[src/rtl/protobuf_byte_packer.sv]
// Purpose : packs a serialized protobuf byte stream little-endian into 32-bit words with byte strobes; tracks per-message byte length.
// Latency : 1 cycle from the accepted byte that completes a word (lane 3 or in_last) to out_valid.
// Backpr. : in_ready = !out_valid | out_ready; every byte stalls while a held output word is not being drained.
//
// Ports:
//   clock_clk, reset_reset_n        clock, asynchronous active-low reset
//   in_data/in_last/in_valid/in_ready   byte stream input (one byte per handshake)
//   out_data/out_strb/out_last/out_valid/out_ready   packed word output (byte n at [8n+7:8n])
//   msg_len                         bytes accepted in the current / just-finished message (saturating)
//   msg_done                        1-cycle pulse when the word carrying out_last is consumed
//
// Optional build macro: PB_PACKER_TIMEOUT_FLUSH_EN
//   When defined, a partial word that sits idle for IDLE_FLUSH_CYCLES cycles is pushed out
//   with out_last=0. When undefined, partial words leave only on in_last.
module protobuf_byte_packer #(
    parameter int unsigned IDLE_FLUSH_CYCLES = 16,
    parameter int unsigned LEN_W             = 16
) (
    input  logic             clock_clk,
    input  logic             reset_reset_n,
    input  logic [7:0]       in_data,
    input  logic             in_last,
    input  logic             in_valid,
    output logic             in_ready,
    output logic [31:0]      out_data,
    output logic [3:0]       out_strb,
    output logic             out_last,
    output logic             out_valid,
    input  logic             out_ready,
    output logic [LEN_W-1:0] msg_len,
    output logic             msg_done
);

    // Out-of-range idle threshold is a build error, not a silent wrap of the 8-bit counter.
    if (IDLE_FLUSH_CYCLES < 1 || IDLE_FLUSH_CYCLES > 255) begin : g_bad_idle_cycles
        $error("protobuf_byte_packer: IDLE_FLUSH_CYCLES must be in 1..255");
    end

    localparam logic [LEN_W-1:0] LEN_ONE = {{(LEN_W-1){1'b0}}, 1'b1};

    // Strobe covering lanes 0..l inclusive.
    function automatic logic [3:0] strb_upto(input logic [1:0] l);
        logic [3:0] s;
        case (l)
            2'd0:    s = 4'b0001;
            2'd1:    s = 4'b0011;
            2'd2:    s = 4'b0111;
            default: s = 4'b1111;
        endcase
        return s;
    endfunction

    // Expands a lane strobe into a 32-bit data mask.
    function automatic logic [31:0] strb_mask(input logic [3:0] s);
        return {{8{s[3]}}, {8{s[2]}}, {8{s[1]}}, {8{s[0]}}};
    endfunction

    // ---------------------------------------------------------------------------------------
    // State
    // ---------------------------------------------------------------------------------------
    logic [31:0]      acc_q,       acc_d;
    logic [1:0]       lane_q,      lane_d;
    logic [31:0]      out_data_q,  out_data_d;
    logic [3:0]       out_strb_q,  out_strb_d;
    logic             out_last_q,  out_last_d;
    logic             out_valid_q, out_valid_d;
    logic [LEN_W-1:0] msg_len_q,   msg_len_d;
    logic             msg_done_q,  msg_done_d;
    // Set once the in_last byte is taken: the next accepted byte restarts msg_len at 1.
    logic             new_msg_q,   new_msg_d;

    logic        byte_acc;
    logic        byte_done;
    logic        out_fire;
    logic        flush_go;
    logic [31:0] merged;
    logic [3:0]  done_strb;
    logic [3:0]  flush_strb;

    // ---------------------------------------------------------------------------------------
    // Idle flush
    // ---------------------------------------------------------------------------------------
`ifdef PB_PACKER_TIMEOUT_FLUSH_EN
    // The counter holds the number of idle cycles already completed, so the flush fires on
    // the edge that ends the IDLE_FLUSH_CYCLES-th idle cycle.
    localparam logic [7:0] IDLE_THRESH = 8'(IDLE_FLUSH_CYCLES - 1);

    logic [7:0] idle_cnt_q, idle_cnt_d;

    always_comb begin
        idle_cnt_d = idle_cnt_q;
        flush_go   = 1'b0;
        if (byte_acc || lane_q == 2'd0) begin
            // An accepted byte always wins over a pending flush.
            idle_cnt_d = 8'd0;
        end else if (idle_cnt_q >= IDLE_THRESH) begin
            // Threshold reached: flush only once the output register is free or draining,
            // otherwise park at the threshold and retry next cycle.
            if (!out_valid_q || out_ready) begin
                flush_go   = 1'b1;
                idle_cnt_d = 8'd0;
            end
        end else begin
            idle_cnt_d = idle_cnt_q + 8'd1;
        end
    end

    always_ff @(posedge clock_clk or negedge reset_reset_n) begin
        if (!reset_reset_n) begin
            idle_cnt_q <= 8'd0;
        end else begin
            idle_cnt_q <= idle_cnt_d;
        end
    end
`else
    assign flush_go = 1'b0;
`endif

    // ---------------------------------------------------------------------------------------
    // Datapath and control
    // ---------------------------------------------------------------------------------------
    always_comb begin
        in_ready   = !out_valid_q || out_ready;
        byte_acc   = in_valid && in_ready;
        out_fire   = out_valid_q && out_ready;
        byte_done  = byte_acc && ((lane_q == 2'd3) || in_last);
        done_strb  = strb_upto(lane_q);
        // Only evaluated when lane_q != 0, so lane_q-1 never wraps in use.
        flush_strb = strb_upto(lane_q - 2'd1);

        merged = acc_q;
        merged[{lane_q, 3'b000} +: 8] = in_data;

        acc_d       = acc_q;
        lane_d      = lane_q;
        out_data_d  = out_data_q;
        out_strb_d  = out_strb_q;
        out_last_d  = out_last_q;
        out_valid_d = out_valid_q;
        msg_len_d   = msg_len_q;
        new_msg_d   = new_msg_q;
        msg_done_d  = out_fire && out_last_q;

        if (byte_acc) begin
            if (new_msg_q) begin
                msg_len_d = LEN_ONE;
            end else if (msg_len_q != {LEN_W{1'b1}}) begin
                msg_len_d = msg_len_q + LEN_ONE;
            end
            new_msg_d = in_last;

            if (byte_done) begin
                acc_d  = 32'd0;
                lane_d = 2'd0;
            end else begin
                acc_d  = merged;
                lane_d = lane_q + 2'd1;
            end
        end

        if (out_fire) begin
            out_valid_d = 1'b0;
        end

        // A load in the same cycle as a drain overrides the clear, so full-rate traffic
        // never shows a bubble on out_valid. in_ready guarantees the register is free here.
        if (byte_done) begin
            out_data_d  = merged & strb_mask(done_strb);
            out_strb_d  = done_strb;
            out_last_d  = in_last;
            out_valid_d = 1'b1;
        end else if (flush_go) begin
            out_data_d  = acc_q & strb_mask(flush_strb);
            out_strb_d  = flush_strb;
            out_last_d  = 1'b0;
            out_valid_d = 1'b1;
            acc_d       = 32'd0;
            lane_d      = 2'd0;
        end
    end

    always_ff @(posedge clock_clk or negedge reset_reset_n) begin
        if (!reset_reset_n) begin
            acc_q       <= 32'd0;
            lane_q      <= 2'd0;
            out_data_q  <= 32'd0;
            out_strb_q  <= 4'd0;
            out_last_q  <= 1'b0;
            out_valid_q <= 1'b0;
            msg_len_q   <= '0;
            msg_done_q  <= 1'b0;
            new_msg_q   <= 1'b1;
        end else begin
            acc_q       <= acc_d;
            lane_q      <= lane_d;
            out_data_q  <= out_data_d;
            out_strb_q  <= out_strb_d;
            out_last_q  <= out_last_d;
            out_valid_q <= out_valid_d;
            msg_len_q   <= msg_len_d;
            msg_done_q  <= msg_done_d;
            new_msg_q   <= new_msg_d;
        end
    end

    assign out_data  = out_data_q;
    assign out_strb  = out_strb_q;
    assign out_last  = out_last_q;
    assign out_valid = out_valid_q;
    assign msg_len   = msg_len_q;
    assign msg_done  = msg_done_q;

endmodule

[config.mk]
export PLATFORM = sky130hd
export DESIGN_NAME = protobuf_byte_packer
export DESIGN_NICKNAME = d
export VERILOG_FILES = /design/src/rtl/protobuf_byte_packer.sv
export SDC_FILE = /design/constraint.sdc
export NUM_CORES = 1
export LEC_CHECK = 0
export ABC_AREA = 1
export CAP_MARGIN = 0
export CORE_ASPECT_RATIO = 1.4
export CORE_MARGIN = 2
export CORE_UTILIZATION = 46
export DETAILED_ROUTE_END_ITERATION = 8
export HOLD_SLACK_MARGIN = 0.15
export PLACE_DENSITY = 0.73
export REMOVE_ABC_BUFFERS = 1
export SLEW_MARGIN = 20
export SYNTH_ARGS = -nofsm -noshare
export SYNTH_HDL_FRONTEND = slang
export SYNTH_SLANG_ARGS = --single-unit
[constraint.sdc]
create_clock -name clock_clk -period 1.9 [get_ports clock_clk]
set_clock_uncertainty 0.05 [all_clocks]
set_input_delay 0.38 -clock clock_clk [delete_from_list [all_inputs] [get_ports clock_clk]]
set_output_delay 0.38 -clock clock_clk [all_outputs]
set_load 0.005 [all_outputs]
==> results.yml, run 1 <==
placement:
  place_area_um2: 5140
  portBuffers: 68
  globalplace.congestion: 0.859
  hpwl_um: 7550
  dp_cells: 677
floorplan:
  coreArea_um2: 8980
  io_pins: 69
  rows: 41
  start_util_pct: 47.0
  die_area_um2: 9960
  die_w_um: 84.9
  die_h_um: 117
critical_path:
  r2r_start: "lane_q[0]"
  reg2reg_slack_ns: 0.10
  worstSetupEndpointType: "output port"
  crit_slowest_cell: "clkdlybuf4s50_1"
  reg2reg_to: "acc_q[9]"
  critical_path_buf_inv_count: 1
  crit_type: "flip-flop to output port"
  cp.required_ns: 1.47
  path_max_fanout: 7
  start_kind: "flip-flop"
  worstPathCellList: "clkdlybuf4s50_1"
  cp.arrival_ns: 1.40
  cpPeakStageDelay_ns: 0.56
  critPathTopFamily: "buffers and inverters"
  reg2reg_depth: 7
timing:
  setup_viol: 0
  fmax_ghz: 0.546
  finalHoldViolCount: 0
  slew_viol_final: 0
  period_needed_ns: 1.83
  fin_crit_sh_pct: 96.3
  rsz0062_at_grt: "no"
  slew_headroom_pct: 70.5
  tightest_slew_ns: 0.441
power_and_ir_drop:
  ir_drop_v: 0.000592
  p_comb_share_pct: 21.4
  pwr-share-seq_pct: 41.9
  p_leak_nw: 2.48
  p_clk_share_pct: 36.7
  powerDensity_nw_per_um2: 985
  switching_share_pct: 28.0
  power.switching_w: 0.00152
  p_int_w: 0.00392
clocking:
  cts_tree: "done"
  h-tree-depth: 3
  clockBufferDepth: 2
  cts.clk_slew.worst_paths_ns: 0.06
  clkLatencyLatePin_ns: 0.34
  cts_sinks: 90
  cts_buffers: 9
  cts_root_buf: "clkbuf_16"
synthesis:
  ys_seq_area_share_pct: 53.4
  synth.area.mux_share_pct: 0
  synth_compound_area_share_pct: 15.8
  synthArstFlopShare_pct: 100
  syn_avg_cell_area_um2: 8.49
  synth_edf_count: 0
  synthFlopType: "dfrtp_1"
  synthAdderAreaFrac_pct: 2.37
  ys_ff_latch: 90
  synth_top_family_by_area: "simple AND/OR/NAND/NOR gates"
  synthXorXnorAreaFrac_pct: 0.623
  synth_area_um2: 4220
  syn_inst: 497
  ys_warn_count: 0
  synth_cell_types: 31
  yosys.area_share.simple_pct: 22.3
routing:
  wl_met2_um: 5520
  top_layer_used: "met4"
  drcViolationCount: 0
  wl_per_cell_um: 15.1
  drtPass1Iterations: 5
  ant_nets: 0
  via_per_inst: 5.25
  num_vias: 3649
  dr_wl_met3_um: 318
  dr.first_iter.drc_count: 206
  wl_met1_um: 4440
  wirelength_um: 10500
finish:
  final_area_um2: 5520
  syn2layout_area_growth_pct: 30.8
  drive_gt1_share_pct: 11.1
  fill_cells: 759
  final_cells: 695
  nets: 604
  multi_input_area_um2: 1760
  n_antenna_cell: 0
  seqCellArea_um2: 2260
outcome:
  outcome: "completed"
job:
  drv_cap: 0
global_routing:
  grt_remaining_overflow: 0
  antenna_found_initial: 0
  grt_pass1_vias: 3669
  grt_pass1_wl_um: 17500
  grt_max_degree: 35
  grt_use_total_pct: 21.8
worst_hold_path:
  holdCritStartpoint: "out_strb[2]"
  hold-path-cell-count: 2
  hold_path_class: "flip-flop to flip-flop"
  whs_endpoint: "out_strb[2]"
power groups by stage:
stage | Sequential (W) | Clock (W) | Combinational [W]
finish | 0.00228 | 0.00200 | 0.00116
global route | 0.00230 | 0.00211 | 0.00129
CTS | 0.00227 | 0.00202 | 0.00114
detailed placement | 0.00231 | 0 | 0.00112
global placement | 0.00230 | 0 | 0.00109
floorplan | 0.00229 | 0 | 0.000526
worst max-delay path by stage:
stage	slack, ns	cells after the start	from	end
after floorplan	-0.08	6	out_ready	out_data[0]
after global placement	-0.10	9	out_ready	msg_len[15]
after detailed placement	-0.11	9	out_ready	msg_len[13]
after CTS	0.01	5	lane_q[0]	out_data[18]
after global routing	0.003	7	lane_q[0]	acc_q[22]
final	0.07	1	msg_len[7]	msg_len[7]
cells by family after synthesis:
group           count (synthesis)
flops                          90
simple gates                  218
fa+ha+maj                       8
compound gates                121
xor+xnor                        3
buf+inv                        57
sequential cells by signal, indices dropped and copies added (netlist names):
signal / flops
msg_len: 16
out_data: 32
out_last: 1
acc_q: 32
new_msg_q: 1
out_valid: 1
out_strb: 4
lane_q: 2
msg_done: 1
per-layer routing:
metal | global-route usage (%) | vias up
li1 | - | 1792
met1 | 26.8 | 1769
met2 | 37.0 | 74
met3 | 4.57 | 14
met4 | 8.73 | 0
met5 | 0 | -
metrics by stage:
stage | TNS (ns) | total power (W) | setup WS [ns] | hold WS, ns | util, %
3_3_place_gp | -0.397 | 0.00339 | -0.104 | 0.297 | 57.3
3_5_place_dp | -0.898 | 0.00343 | -0.112 | 0.306 | 57.3
5_1_grt | 0 | 0.00571 | 0.00310 | 0.458 | 61.5
6_report | 0 | 0.00544 | 0.0697 | 0.424 | 61.5
4_1_cts | 0 | 0.00543 | 0.0110 | 0.426 | 61.2
2_1_floorplan | -2.31 | 0.00281 | -0.0817 | 0.0344 | -
repair_timing:
item,in CTS,in global routing
endpoints found under the setup margin,11,51
hold endpoints to repair,28,0
gates resized for setup,1,9
buffers inserted,1,0
hold buffers,1,0
Yosys cell counts (all sizes together), types with 3 or more instances:
library cell / number / share of area (%)
or2: 3 / 0.44
inv: 41 / 3.6
dfrtp: 89 / 53
nor2: 33 / 4.0
o21ai: 102 / 12
nand4: 7 / 1.0
nand2: 158 / 14
ha: 8 / 2.4
clkbuf: 7 / 0.62
a22oi: 16 / 2.8
nand3: 14 / 2.1
buf: 7 / 0.98
final cells by class:
type	instances	area share, %
Clock buffer	10	4.15
Clock inverter	6	1.90
Inverter	43	2.92
Multi-Input combinational cell	350	31.9
Sequential cell	90	40.9
Tap cell	107	2.43
Timing Repair Buffer	89	15.8
placed cells by master, fill, tap and decap left out, drive strengths merged, types with 5 or more instances in the layout:
master / instances
clkinv: 5
clkbuf: 10
clkdlybuf4s50: 66
nand4: 7
nand3: 14
nor2: 33
buf: 21
inv: 41
nand2: 158
o21ai: 102
a22oi: 16
ha: 8
dfrtp: 89
Power figures use the tool's default switching activity.
==> inputs of run 2 (changes only) <==
--- a/config.mk
+++ b/config.mk
@@ -12,9 +12,9 @@
 export CORE_UTILIZATION = 46
 export DETAILED_ROUTE_END_ITERATION = 8
 export HOLD_SLACK_MARGIN = 0.15
+export MAX_ROUTING_LAYER = met4
 export PLACE_DENSITY = 0.73
 export REMOVE_ABC_BUFFERS = 1
-export SLEW_MARGIN = 20
 export SYNTH_ARGS = -nofsm -noshare
 export SYNTH_HDL_FRONTEND = slang
 export SYNTH_SLANG_ARGS = --single-unit
==> results.yml, run 2 (synthesized netlist as in run 1, its figures left out) <==
clocking:
  clockBufferDepth: 2
  h-tree-depth: 3
  cts_buffers: 9
  cts_tree: "done"
  cts.clk_slew.worst_paths_ns: 0.06
  cts_sinks: 90
  clkLatencyLatePin_ns: 0.34
  cts_root_buf: "clkbuf_16"
finish:
  syn2layout_area_growth_pct: 30.8
  final_area_um2: 5520
  nets: 604
  n_antenna_cell: 0
  final_cell_mix: "nand2_1, o21ai_0, dfrtp_1"
  final_cells: 695
  drive_gt1_share_pct: 11.1
  fin_util_pct: 61.5
  final_common_cell: "nand2_1"
timing:
  fmax_ghz: 0.549
  tightest_slew_ns: 0.450
  period_needed_ns: 1.82
  slew_viol_final: 0
  fin_crit_sh_pct: 96.0
  finalHoldViolCount: 0
  rsz0062_at_grt: "no"
  slew_headroom_pct: 69.9
  setup_viol: 0
power_and_ir_drop:
  ir_drop_v: 0.000596
  powerDensity_nw_per_um2: 986
  power.switching_w: 0.00152
  switching_share_pct: 28.0
  pwr-share-seq_pct: 41.9
  p_leak_nw: 2.48
  p_int_w: 0.00392
  p_clk_share_pct: 36.7
  p_comb_share_pct: 21.4
routing:
  via_per_inst: 5.27
  drtPass1Iterations: 5
  dr.first_iter.drc_count: 201
  wl_per_cell_um: 15.2
  num_vias: 3663
  drcViolationCount: 0
  ant_nets: 0
  wirelength_um: 10600
floorplan:
  rows: 41
  start_util_pct: 47.0
  die_h_um: 117
  coreArea_um2: 8980
  io_pins: 69
  die_area_um2: 9960
  die_w_um: 84.9
global_routing:
  grt_pass1_vias: 3669
  grt_pass1_wl_um: 17400
  antenna_found_initial: 0
  grt_use_total_pct: 22.5
  grt_max_degree: 35
  grt_remaining_overflow: 0
placement:
  place_area_um2: 5140
  hpwl_um: 7550
  dp_cells: 677
  portBuffers: 68
  globalplace.congestion: 0.873
critical_path:
  cpPeakStageDelay_ns: 0.56
  crit_slowest_cell: "clkdlybuf4s50_1"
  crit_type: "flip-flop to output port"
  worstPathCellList: "clkdlybuf4s50_1"
  start_kind: "flip-flop"
  critical_path_buf_inv_count: 1
  path_max_fanout: 7
  critPathLaunch: "msg_len[7]"
  critPathTopFamily: "buffers and inverters"
  cp.arrival_ns: 1.39
  cp.required_ns: 1.47
  r2r_start: "lane_q[0]"
  worstSetupEndpointType: "output port"
worst_hold_path:
  hold_path_class: "flip-flop to flip-flop"
  holdCritStartpoint: "out_strb[2]"
outcome:
  outcome: "completed"
job:
  drv_cap: 0
-- run 2: cell counts in the layout (fill, tap and decap cells not counted) --
No cell type changed its count.
-- run 2: routing by layer --
metal	wire length [µm]	GRT usage (%)	part of all wire [%]
met5	0	-	0
met4	154	8.73	1.5
met3	387	4.50	3.7
met2	5630	36.9	53
met1	4380	27.0	41
-- run 2: path summary, 6_finish.rpt --
| kind | to | slack (ns) | depth (start not counted) |
|---|---|---|---|
| max reg2reg | acc_q[9] | 0.13 | 7 |
| min in group asynchronous | out_data[24] | 0.48 | 2 |
| max in group asynchronous | lane_q[1] | 0.70 | 3 |
| min | out_strb[2] | 0.42 | 2 |
| min reg2reg | out_strb[2] | 0.42 | 2 |
| max | msg_len[7] | 0.08 | 1 |
-- run 2: power groups by stage --
stage / Combinational, W / Clock (W) / Sequential [W]
3_5_place_dp: 0.00112 / 0 / 0.00231
4_1_cts: 0.00114 / 0.00202 / 0.00227
3_3_place_gp: 0.00109 / 0 / 0.00230
5_1_grt: 0.00129 / 0.00211 / 0.00230
2_1_floorplan: 0.000526 / 0 / 0.00229
6_report: 0.00116 / 0.00200 / 0.00228
-- run 2: area by class of cell --
cell class,count,area [µm²]
clock buffer,10,229
sequential,90,2260
tap,107,134
inverter,43,161
multi-input combinational,350,1760
timing repair buffer,89,875
fill,759,3460
clock inverter,6,105
-- run 2: timing repair --
action,CTS,global route
hold buffers,1,0
setup endpoints to repair,11,51
hold endpoints to repair,28,0
gates resized for setup,1,9
setup buffers,1,0
-- run 2: per-stage QoR --
stage	worst slack, ns	TNS, ns	power, W	hold slack (ns)
global placement	-0.104	-0.397	0.00339	0.297
CTS	0.0110	0	0.00543	0.426
global route	0.00470	0	0.00571	0.458
detailed placement	-0.112	-0.898	0.00343	0.306
finish	0.0769	0	0.00544	0.423
floorplan	-0.0817	-2.31	0.00281	0.0344
==> variant 1 (config.mk and constraints of run 1) <==
The option `PB_PACKER_TIMEOUT_FLUSH_EN` is turned on by a define.
--- a/src/rtl/protobuf_byte_packer.sv
+++ b/src/rtl/protobuf_byte_packer.sv
@@ -14,2 +14,4 @@
 //   with out_last=0. When undefined, partial words leave only on in_last.
+`define PB_PACKER_TIMEOUT_FLUSH_EN
+
 module protobuf_byte_packer #(
Formal check against the unedited RTL: no difference found for any inputs over 4 cycles, from zero or initial values and one cycle with reset_reset_n low; that may be too few to reach the edited logic, so the function may still have changed.
==> variant 1 against run 1 <==
- worst setup slack improved by 0.011 ns
- fmax rose by 0.59%
- synthesized area rose by 22%
- routed wire length rose by 30%
- final area rose by 22%
- sequential cell count rose by 8
- core utilization rose by 0.52 points
- largest cell class unchanged
Power is not compared: it rests on default switching activity, and its combinational part moved more than twofold at a synthesized area within 25%.
==> variant 1: results (changes against run 1) <==
[global_routing] maximum number of pins on one net before global-route repair 52 [+49%]
[layout] non-filler cells, final 942 [+36%]
[cts] CTS clk-pin slew, worst paths 0.07 ns
[drt] count of routing violations after the opening detailed-route iteration 279 [+35%]
[placement] final RePlAce weighted congestion 0.864 [+0.48%]
[layout] layout cells sized above 1 12.0% [+0.93 points]
[logic_synthesis] xor and xnor fraction of the mapped netlist area 0.679% [+0.056 points]
[logic_synthesis] Synth Area in Compound Gates 9.31% [-6.5 points]
[logic_synthesis] fraction of synthesized cell area taken by the top area cell type 47.1% [-5.7 points]
[global_routing] number of global-route vias before repair 4804 [+31%]
[worst_setup_path] launching point of the worst reg2reg path lane_q[1]
[min_path] Hold Crit Start out_data[30]
[worst_setup_path] Worst Reg-to-Reg Cells 9 [+2]
[placement] worst setup slack before clock tree synthesis -0.139 ns [-0.0267 ns]
[layout] count of filler cells inserted in the layout 942 [+24%]
[run_status] result of the run completed
[drt] detailed-route via count 4943 [+35%]
[placement] dpl cell area 6330 sq um [+23%]
[drt] Post-Route WL 13.6 mm [+30%]
[logic_synthesis] leading cell types by total area after synthesis sky130_fd_sc_hd__dfrtp_1 (47%), sky130_fd_sc_hd__nand2_1 (20%), sky130_fd_sc_hd__nand3_1 (7.2%)
[worst_setup_path] CP Max Fanout 25 [+18]
[placement] DP Wirelength 10.0 mm [+33%]
[sta] headroom to the max-slew limit 73.7% [+3.2 points]
[min_path] Worst Hold End out_data[30]
[cts] number of setup buffers added after CTS 0 [-1]
[global_routing] global-route wire length before repair 22.7 mm [+30%]
[worst_setup_path] FF-to-FF setup slack 0.08 ns [-0.02 ns]
[worst_setup_path] endpoint arrival time on the critical path 2.03 ns [+0.63 ns]
[logic_synthesis] sequential area share after synthesis 47.6% [-5.8 points]
[logic_synthesis] Unique masters post-synth 28 [-9.7%]
[logic_synthesis] Synth Area in Adders 2.43% [+0.053 points]
==> variant 1: per-layer routing <==
metal	up-vias	part of all wire (%)	track usage (%)
met2	154	52	41.9
met1	2341	41	29.1
li1	2428	-	-
met3	20	4.3	3.43
met5	-	0	0
met4	0	2.2	9.26
==> variant 1: power by group <==
part | switching [W] | internal [W] | total (W)
logic | 0.00152 | 0.00128 | 0.00280
registers | 0.000337 | 0.00252 | 0.00286
clock network | 0.000783 | 0.00119 | 0.00197
==> variant 1: layout make-up <==
type	instances	share of cell area, %
multi-input cells	514	35.6
clock buffers	11	3.60
repair buffers	117	17.4
inverters	56	3.19
clock inverters	5	1.15
well taps	141	2.62
flip-flops and latches	98	36.4
==> variant 1: how the worst max path moves through the flow <==
stage	endpoint	slack (ns)	startpoint	cells past startpoint
after CTS	out_data[6]	0.03	lane_q[0]	11
final	acc_q[27]	0.08	lane_q[1]	9
after global routing	acc_q[29]	-0.02	lane_q[1]	9
after floorplan	out_strb[3]	-0.61	lane_q[0]	10
after global placement	out_data[13]	-0.08	in_valid	9
after detailed placement	out_data[8]	-0.14	out_ready	12
==> variant 1: worst max-delay path, stage by stage (launching register included) <==
cell                      delay (ns)
sky130_fd_sc_hd__dfrtp_1        0.38
sky130_fd_sc_hd__buf_4          0.15
sky130_fd_sc_hd__ha_1           0.26
sky130_fd_sc_hd__o21ai_4        0.20
sky130_fd_sc_hd__buf_12         0.15
sky130_fd_sc_hd__inv_4          0.04
sky130_fd_sc_hd__nor2_4         0.11
sky130_fd_sc_hd__buf_12         0.18
sky130_fd_sc_hd__nand2_1        0.06
sky130_fd_sc_hd__a21oi_1        0.14
==> variant 2 (config.mk and constraints of run 1) <==
Made on the original files. `out_data_q` no longer has a reset.
--- a/src/rtl/protobuf_byte_packer.sv
+++ b/src/rtl/protobuf_byte_packer.sv
@@ -185,3 +185,2 @@
             lane_q      <= 2'd0;
-            out_data_q  <= 32'd0;
             out_strb_q  <= 4'd0;
@@ -195,3 +194,2 @@
             lane_q      <= lane_d;
-            out_data_q  <= out_data_d;
             out_strb_q  <= out_strb_d;
@@ -205,2 +203,6 @@
 
+    always_ff @(posedge clock_clk) begin
+        out_data_q <= out_data_d;
+    end
+
     assign out_data  = out_data_q;
Check against the original RTL: not equivalent (Yosys sat finds a counterexample within 4 cycles, from zero or initial values and one cycle with reset_reset_n low).
==> variant 2 against run 1 <==
- power up 13%
- worst setup slack better by 0.021 ns
- final area down 0.68%
- sequential cell count unchanged
- core utilization down 0.067 points
- sequential power up 15%
- routed wire length down 2.6%
- global-route usage down 0.41 points
- synthesized cell count down 8.9%
- synthesized area down 1.4%
==> variant 2: results (changes against run 1) <==
[run_status] result of the run completed
[logic_synthesis] Synth Area in Compound Gates 11.9% [-3.9 points]
[layout] Final #Nets 568 [-6.0%]
[logic_synthesis] async set-reset flop share out of synthesis 64.4% [-36 points]
[power] VDD IR max 0.000630 V [+6.4%]
[logic_synthesis] xor and xnor fraction of the mapped netlist area 0.632% [+0.0088 points]
[drt] count of routing violations after the opening detailed-route iteration 275 [+33%]
[drt] detailed-route via count 3497 [-4.2%]
[placement] final RePlAce weighted congestion 0.855 [-0.55%]
[worst_setup_path] FF-to-FF setup slack 0.13 ns [+0.03 ns]
[layout] count of filler cells inserted in the layout 770 [+1.4%]
[power] leakage power total 2.31 nW [-7.0%]
[global_routing] number of global-route vias before repair 3399 [-7.4%]
[logic_synthesis] Unique masters post-synth 32 [+3.2%]
[power] Cell Int Power 0.00409 W [+4.5%]
[worst_setup_path] capture instance of the worst register-to-register path out_data[27]
[sta] headroom to the max-slew limit 64.1% [-6.4 points]
[logic_synthesis] count of flip-flops with a built-in enable after synthesis 32 [+32]
[drt] Post-Route WL 10.2 mm [-2.6%]
[layout] area used by multi-input combinational logic 1550 sq um [-12%]
[global_routing] maximum number of pins on one net before global-route repair 29 [-17%]
[placement] DP Wirelength 7.25 mm [-3.9%]
[drt] length of the first detailed-routing pass in iterations 4 [-1]
[global_routing] global-route wire length before repair 16.5 mm [-5.3%]
[logic_synthesis] sequential area share after synthesis 58.0% [+4.6 points]
## variant 2: how the worst min path moves through the flow
stage	endpoint	slack (ns)	cells after the start
2_1_floorplan	acc_q[0]	0.03	0
3_3_place_gp	out_strb[0]	0.33	1
3_5_place_dp	out_strb[0]	0.33	1
4_1_cts	acc_q[20]	0.44	2
5_1_grt	acc_q[22]	0.45	2
6_report	out_strb[2]	0.44	2
## variant 2: worst min-delay path: cells and delay by family, from the launching register on
kind / cells / cell delay (ns)
AOI/OAI and AO/OA: 1 / 0.06
DFF: 1 / 0.34
and+or+nand+nor: 1 / 0.05
## variant 2: layer usage
metal / GRT usage, % / up-vias / share of wire [%]
met5: 0 / - / 0
met4: 7.83 / 0 / 2.1
met3: 3.82 / 18 / 4.6
met2: 38.4 / 110 / 53
met1: 26.1 / 1674 / 40
li1: - / 1695 / -
## variant 2: cells by family (layout without fill, tap and decap cells)
group / Yosys count / count (layout)
DFF: 90 / 90
buffers and inverters: 56 / 155
adders and majority gates: 8 / 8
xor gates and xnor gates: 3 / 3
and+or+nand+nor: 212 / 212
AOI/OAI and AO/OA: 84 / 84
## variant 2: final cells by class
class	count	share of cell area [%]
Clock inverter	7	1.12
Multi-Input combinational cell	307	28.2
Sequential cell	90	44.0
Clock buffer	9	4.11
Timing Repair Buffer	96	17.1
Inverter	43	3.01
Tap cell	107	2.44
## variant 2: timing repair
action / in CTS / in global routing
endpoints found under the hold margin: 17 / 0
setup endpoints to repair: 1 / 57
pin swaps: 0 / 1
hold buffers: 1 / 0
setup buffers: 0 / 3
gates resized for setup: 1 / 9
## variant 2: power by group through the flow
| stage | Clock (W) | Combinational, W | Sequential [W] |
|---|---|---|---|
| final | 0.00171 | 0.00182 | 0.00262 |
| after global routing | 0.00182 | 0.00203 | 0.00266 |
| after CTS | 0.00173 | 0.00175 | 0.00261 |
| after detailed placement | 0 | 0.00172 | 0.00264 |
| after global placement | 0 | 0.00168 | 0.00263 |
| after floorplan | 0 | 0.000893 | 0.00261 |
## variant 2: stage by stage
| stage | total power [W] | cells | worst slack (ns) | hold WS, ns |
|---|---|---|---|---|
| 6_report | 0.00615 | 659 | 0.0907 | 0.436 |
| 5_1_grt | 0.00652 | 659 | 0.00266 | 0.448 |
| 3_3_place_gp | 0.00430 | 639 | -0.0285 | 0.334 |
| 4_1_cts | 0.00608 | 656 | 0.0304 | 0.435 |
| 2_1_floorplan | 0.00351 | 440 | -0.776 | 0.0344 |
| 3_5_place_dp | 0.00436 | 639 | -0.0574 | 0.332 |
